`src/rtl/sub86_mem_pkg.sv`:
```
// Shared types and constants for the sub86 data-memory arbiter.
package sub86_mem_pkg;

    localparam int unsigned AW_DEF  = 17;
    localparam int unsigned SCW_DEF = 16;
    localparam int unsigned DW      = 32;

    // Size codes travel from requester to memory untouched.
    localparam logic [1:0] BEN_BYTE = 2'd0;
    localparam logic [1:0] BEN_HALF = 2'd1;
    localparam logic [1:0] BEN_WORD = 2'd2;

    typedef enum logic [1:0] {
        RUN = 2'd0,
        CRD = 2'd1,
        HRD = 2'd2
    } state_t;

endpackage

```
`src/rtl/sub86_mem_arb.sv`:
```
// Shares one synchronous SRAM port between the sub86 data port and a host
// requester, and turns the SRAM read latency into core stalls via C_CE.
module sub86_mem_arb
    import sub86_mem_pkg::*;
#(
    parameter int unsigned AW  = AW_DEF,
    parameter int unsigned SCW = SCW_DEF
) (
    input  logic              CLK,
    input  logic              RST,
    input  logic              C_REQ,
    input  logic              C_WE,
    input  logic [31:0]       C_A,
    input  logic [31:0]       C_Q,
    input  logic [1:0]        C_BEN,
    output logic [31:0]       C_D,
    output logic              C_CE,
    input  logic              H_REQ,
    input  logic              H_WE,
    input  logic [31:0]       H_A,
    input  logic [31:0]       H_WDATA,
    input  logic [1:0]        H_BEN,
    output logic              H_GNT,
    output logic [31:0]       H_RDATA,
    output logic              H_RVALID,
    output logic              M_CS,
    output logic              M_WE,
    output logic [AW-1:0]     M_A,
    output logic [31:0]       M_WD,
    output logic [1:0]        M_BEN,
    input  logic [31:0]       M_RD,
    output logic [SCW-1:0]    STALLS
);

    state_t         state;
    state_t         state_nxt;
    logic           last_host;
    logic [31:0]    rd_hold;
    logic [SCW-1:0] stall_cnt;

    logic           host_pick;
    logic           grant_h;
    logic           grant_c;

    // Upper address bits are outside the memory and intentionally dropped.
    logic unused_addr_hi;
    assign unused_addr_hi = ^{C_A[31:AW], H_A[31:AW]};

    // Round-robin pick: host wins when alone or when the core had the last turn.
    assign host_pick = H_REQ & (~C_REQ | ~last_host);
    assign grant_h   = (state == RUN) & host_pick;
    assign grant_c   = (state == RUN) & ~host_pick & C_REQ;

    // State register.
    always_ff @(posedge CLK or posedge RST) begin
        if (RST) begin
            state <= RUN;
        end else begin
            state <= state_nxt;
        end
    end

    // Next state: a read grant opens a one-cycle data phase.
    always_comb begin
        state_nxt = state;
        case (state)
            RUN: begin
                if (grant_h) begin
                    state_nxt = H_WE ? RUN : HRD;
                end else if (grant_c) begin
                    state_nxt = C_WE ? RUN : CRD;
                end
            end
            CRD:     state_nxt = RUN;
            HRD:     state_nxt = RUN;
            default: state_nxt = RUN;
        endcase
    end

    // Outputs: memory mux, core enable, host handshake; all quiet during reset.
    always_comb begin
        C_CE     = 1'b1;
        C_D      = rd_hold;
        H_GNT    = 1'b0;
        H_RDATA  = '0;
        H_RVALID = 1'b0;
        M_CS     = 1'b0;
        M_WE     = 1'b0;
        M_A      = C_A[AW-1:0];
        M_WD     = C_Q;
        M_BEN    = C_BEN;
        case (state)
            RUN: begin
                if (grant_h) begin
                    H_GNT = 1'b1;
                    M_CS  = 1'b1;
                    M_WE  = H_WE;
                    M_A   = H_A[AW-1:0];
                    M_WD  = H_WDATA;
                    M_BEN = H_BEN;
                    C_CE  = ~C_REQ;
                end else if (grant_c) begin
                    M_CS  = 1'b1;
                    M_WE  = C_WE;
                    C_CE  = C_WE;
                end
            end
            CRD: begin
                C_D  = M_RD;
                C_CE = 1'b1;
            end
            HRD: begin
                H_RDATA  = M_RD;
                H_RVALID = 1'b1;
                C_CE     = ~C_REQ;
            end
            default: ;
        endcase
        if (RST) begin
            C_CE     = 1'b0;
            H_GNT    = 1'b0;
            H_RVALID = 1'b0;
            M_CS     = 1'b0;
            M_WE     = 1'b0;
        end
    end

    // Turn flag: remembers which side was granted most recently.
    always_ff @(posedge CLK or posedge RST) begin
        if (RST) begin
            last_host <= 1'b0;
        end else if (grant_h) begin
            last_host <= 1'b1;
        end else if (grant_c) begin
            last_host <= 1'b0;
        end
    end

    // Keep core read data stable after the cycle it was consumed.
    always_ff @(posedge CLK or posedge RST) begin
        if (RST) begin
            rd_hold <= '0;
        end else if (state == CRD) begin
            rd_hold <= M_RD;
        end
    end

    // Saturating count of cycles the core wanted to advance but could not.
    always_ff @(posedge CLK or posedge RST) begin
        if (RST) begin
            stall_cnt <= '0;
        end else if (C_REQ && !C_CE && (stall_cnt != {SCW{1'b1}})) begin
            stall_cnt <= stall_cnt + SCW'(1);
        end
    end

    assign STALLS = stall_cnt;

endmodule

```
`config.mk`:
```
export PLATFORM = sky130hd
export DESIGN_NAME = sub86_mem_arb
export DESIGN_NICKNAME = d
export VERILOG_FILES = /design/src/rtl/sub86_mem_pkg.sv /design/src/rtl/sub86_mem_arb.sv
export SDC_FILE = /design/constraint.sdc
export NUM_CORES = 1
export LEC_CHECK = 0
export ABC_AREA = 1
export CAP_MARGIN = 20
export CORE_AREA = 2 2 118 120
export CTS_CLUSTER_DIAMETER = 120
export DETAILED_ROUTE_END_ITERATION = 16
export DIE_AREA = 0 0 120 122
export PLACE_DENSITY = 0.73
export SETUP_SLACK_MARGIN = 0.15
export SLEW_MARGIN = 20
export SYNTH_ARGS = -nofsm -noshare
export SYNTH_HDL_FRONTEND = slang
export SYNTH_SLANG_ARGS = --single-unit
```
`constraint.sdc`:
```
create_clock -name CLK -period 4.6 [get_ports CLK]
set_input_delay 0.69 -clock CLK [delete_from_list [all_inputs] [get_ports CLK]]
set_output_delay 0.69 -clock CLK [all_outputs]
set_load 0.05 [all_outputs]
```
## Word-level counts from Yosys, hierarchy flattened

Index checks and enable logic that the tools add are counted.

| word-level totals | value |
|---|---|
| flip-flop bits (word level) | 51 |
| output and inout bits | 136 |

| cells by class | value |
|---|---|
| add/sub/neg operators | 1 |
| equal/unequal tests | 4 |
| mux-type cells | 32 |
| bitwise operators | 8 |
| reduce and logical (&&, ||, !) cells | 5 |

Operators with widths:

| cell | count |
|---|---|
| $mux 32 | 4 |
| $mux 17 | 2 |
| $mux 1 | 19 |
| $add 16x1->16 const B | 1 |
| $ne 16x16->1 const B | 1 |
| $mux 2 | 6 |
| $and 1x1->1 | 4 |
| $ne 3x3->1 const B | 1 |
| $not 1->1 | 3 |
| $eq 2x1->1 const B | 1 |
| $eq 2x2->1 const B | 1 |
| $logic_and 1x1->1 | 2 |
| $logic_not 2->1 | 1 |
| $pmux 1 s2 | 1 |
| $reduce_bool 2->1 | 1 |
| $logic_not 1->1 | 1 |
| $or 1x1->1 | 1 |

## Depth between registers and ports, before layout

| depth | value |
|---|---|
| word-level depth | 13 |
| mapped depth | 10 |
| gate-level depth less buffers | 9 |

## Worst setup path before layout

OpenSTA, ideal clock, no wires.

| timing path | value |
|---|---|
| path kind | input -> output |
| from | input port RST |
| to | output port C_CE |
| arrival | 2.249 ns |
| setup slack | 1.661 ns |
| cell stages on the path | 3 |
| path through | inv_1 > nand2_4 > inv_2 |

| between the ends | value |
|---|---|
| word-level cells in the longest chain between the ends | 1 |

RTL lines:

| what | RTL line | text |
|---|---|---|
| start, declared | sub86_mem_arb.sv:10 | `input logic RST,` |
| $mux 1 | sub86_mem_arb.sv:119 | `if (RST) begin` |
| end, declared | sub86_mem_arb.sv:17 | `output logic C_CE,` |

Every way passes these cells.

## Worst setup path in the final report

| timing path | value |
|---|---|
| from | input port C_REQ |
| to | output port M_A[13] |

| between the ends | value |
|---|---|
| word-level cells in the longest chain between the ends | 6 |

RTL lines:

| what | RTL line | text |
|---|---|---|
| start, declared | sub86_mem_arb.sv:11 | `input logic C_REQ,` |
| $not 1->1 | sub86_mem_arb.sv:50 | `assign host_pick = H_REQ & (~C_REQ \| ~last_host);` |
| $or 1x1->1 | sub86_mem_arb.sv:50 |  |
| $and 1x1->1 | sub86_mem_arb.sv:50 |  |
| $and 1x1->1 | sub86_mem_arb.sv:51 | `assign grant_h = (state == RUN) & host_pick;` |
| $mux 17 | sub86_mem_arb.sv:94 | `if (grant_h) begin` |
| $mux 17 | sub86_mem_arb.sv:92 | `case (state)` |
| end, declared | sub86_mem_arb.sv:28 | `output logic [AW-1:0] M_A,` |

Every way passes these cells.

==> results.py <==
metrics = {
    "sta": {
        "fin_crit_sh": 0.850,
        "holdWs_ns": 0.477,
        "setup_tns_ns": 0,
        "setup_viol": 0,
        "clock_skew_ns": 0.00626,
        "tightest_slew_ns": 0.981,
        "rsz0062_at_grt": "no",
        "drv_slew": 0,
        "fmax_ghz": 0.256,
        "hold_violations": 0,
        "layout_min_cycle_time_ns": 3.91,
        "relSlewSlack": 0.346,
    },
    "cts": {
        "path_clk_slew_ns": 0.06,
        "htree_levels": 2,
        "cts_tree": "built",
        "ctsResizeCount": 0,
        "numCtsBuffers": 5,
        "post-cts-setup-buffers": 0,
        "clock_latency_ns": 0.28,
        "cts_hold_buf": 0,
        "cts_max_path_buffers": 2,
        "clock_sinks": 51,
        "clockRootBuffer": "clkbuf_16",
    },
    "run": {
        "cap_violations": 0,
    },
    "worst_setup_path": {
        "critPathSlowestCell": "clkdlybuf4s50_1",
        "worstSetupPathType": "input pin to output pin",
        "cp-end-kind": "output pin",
        "reg2reg_depth": 2,
        "worstPathArrival_ns": 3.22,
        "crit_required_ns": 3.91,
        "crit_fanout": 39,
        "crit_chain": "clkdlybuf4s50_1, nand2_1, nand2_1, inv_2, nand2_2, buf_4, mux2_1, buf_4",
        "start_kind": "input pin",
        "max_stage_delay_ns": 0.76,
    },
    "power": {
        "pwr-share-seq": 0.254,
        "p_sw_mw": 1.11,
        "p_leak_nw": 2.75,
        "peakVddDrop_mv": 0.175,
        "switching_share": 0.462,
        "p_clk_frac": 0.168,
        "power.density_nw_per_um2": 392,
        "p_comb_frac": 0.578,
        "p_int_mw": 1.29,
    },
    "yosys": {
        "avgSynthCellArea_um2": 8.12,
        "synth_top_cell_area_share": 0.398,
        "ys_ff_latch": 51,
        "synth_top_area_cell": "dfrtp_1",
        "synth_seq_area_share": 0.398,
        "synthDistinctLibCells": 26,
        "yosys_warnings": 0,
        "synthesis.instances": 395,
        "synth_nets": 566,
        "syn_area_um2": 3210,
        "synthTopCellsByArea": "dfrtp_1 (40%), nand2_1 (12%), mux2_2 (11%), mux2_1 (6.7%), nor2_1 (5.7%)",
    },
    "layout": {
        "fin_area_um2": 6140,
        "antenna_cells": 0,
        "final_util": 0.455,
        "layout.cells.non_filler": 842,
        "nets": 833,
        "drive_above_1_share": 0.156,
        "synthToLayoutAreaGrowth_pct": 91.5,
    },
    "min_path": {
        "hold_class": "register to register",
        "hold_path_depth": 2,
    },
    "global_routing": {
        "grt.overflow.total": 0,
        "grt_pass1_vias": 3285,
        "grt_pass1_wl_mm": 18.9,
        "groute.usage.overall": 0.169,
        "grt_max_degree": 65,
        "antenna_found_initial": 0,
    },
    "floorplan": {
        "start_util": 0.237,
        "num_io_pins": 306,
        "die_w_um": 120,
        "row_count": 43,
        "core_area_um2": 13500,
        "fp.dieH_um": 122,
        "die-area_um2": 14600,
    },
    "drt": {
        "ant_nets": 0,
        "firstDrtPassIters": 4,
        "via_per_inst": 4.20,
        "wirelength_mm": 12.7,
        "drt-initial-drc-count": 142,
        "post_drt_wl_per_cell_um": 15.0,
        "vias": 3538,
        "drc": 0,
    },
    "place": {
        "numPortBuffers": 275,
        "gp_congestion": 0.811,
        "dp_cells": 835,
        "dp_hpwl_mm": 10.5,
        "postPlaceCellArea_um2": 5980,
    },
    "status": {
        "status": "finished, final reports clean",
    },
}
state kept, by name, summed over array words and instances, names as in the netlist:
| register | cells |
|---|---|
| rd_hold | 32 |
| state | 2 |
| STALLS | 16 |
| last_host | 1 |
final timing paths:
check                           startpoint          end  slack [ns]
worst max-delay path                 C_REQ      M_A[13]        0.69
worst min-delay path             last_host    last_host        0.48
worst max register to register    state[0]  rd_hold[30]        2.95
worst min register to register   last_host    last_host        0.48
max in group asynchronous              RST   rd_hold[4]        2.95
min in group asynchronous              RST     state[1]        1.21
final cells by class:
type                            instances  area, um^2
Clock inverter                          1        30.0
Sequential cell                        51        1280
Tap cell                              180         225
Inverter                               43         161
Fill cell                            1355        7360
Multi-Input combinational cell        283        1660
Timing Repair Buffer                  278        2660
Clock buffer                            6         129
Yosys cell counts (all sizes together):
cell type  instances
nand2            109
nor2              55
dfrtp             51
mux2              51
inv               43
o21ai             34
buf               11
nand3             11
nand4              9
xnor2              8
clkbuf             7
xor2               3
a21oi              1
ha                 1
or2                1
critical path: cells and delay by family:
| family | cells | cell delay (ns) |
|---|---|---|
| buffers and inverters | 4 | 1.54 |
| AND/OR/NAND/NOR | 3 | 0.56 |
| multiplexers | 1 | 0.41 |
cells in the final DEF (no fill, tap or decap), types with 3 or more instances in the layout:
cell type,n
nand4_1,8
nand3_1,10
nor2_1,49
dfrtp_1,51
nand2_1,104
buf_4,49
mux2_2,32
nor2_2,3
nor2_4,3
inv_1,40
clkbuf_16,5
xnor2_1,8
o21ai_0,34
clkdlybuf4s50_1,229
mux2_1,19
inv_2,3
nand2_2,4
xor2_1,3
cells by family (layout without fill, tap and decap cells):
kind of cell / count (synthesis) / count (layout) / share of synthesized area
buf+inv: 61 / 328 / 0.0855
xor+xnor: 11 / 11 / 0.0301
simple gates: 185 / 185 / 0.249
fa+ha+maj: 1 / 1 / 0.00390
compound gates: 35 / 35 / 0.0546
mux: 51 / 51 / 0.179
flops: 51 / 51 / 0.398
layer usage:
layer,part of all wire,global-route usage,up-vias
met3,0.067,0.0449,8
met2,0.54,0.309,136
met5,0,0,-
li1,-,-,1792
met4,0.018,0.0441,0
met1,0.38,0.194,1602
per-stage QoR:
stage                     total power, mW  setup WS (ns)
after floorplan                      1.51           1.66
after global placement               2.01          0.697
after detailed placement             2.02          0.656
after CTS                            2.44          0.653
after global routing                 2.53          0.497
final                                2.41          0.689
power by group through the flow:
stage / clock network [mW] / registers, mW / logic (mW)
5_1_grt: 0.444 / 0.623 / 1.46
3_5_place_dp: 0 / 0.620 / 1.40
2_1_floorplan: 0 / 0.675 / 0.837
6_report: 0.405 / 0.611 / 1.39
3_3_place_gp: 0 / 0.615 / 1.40
4_1_cts: 0.423 / 0.611 / 1.41
No activity file was read; power rests on OpenSTA's default activity.
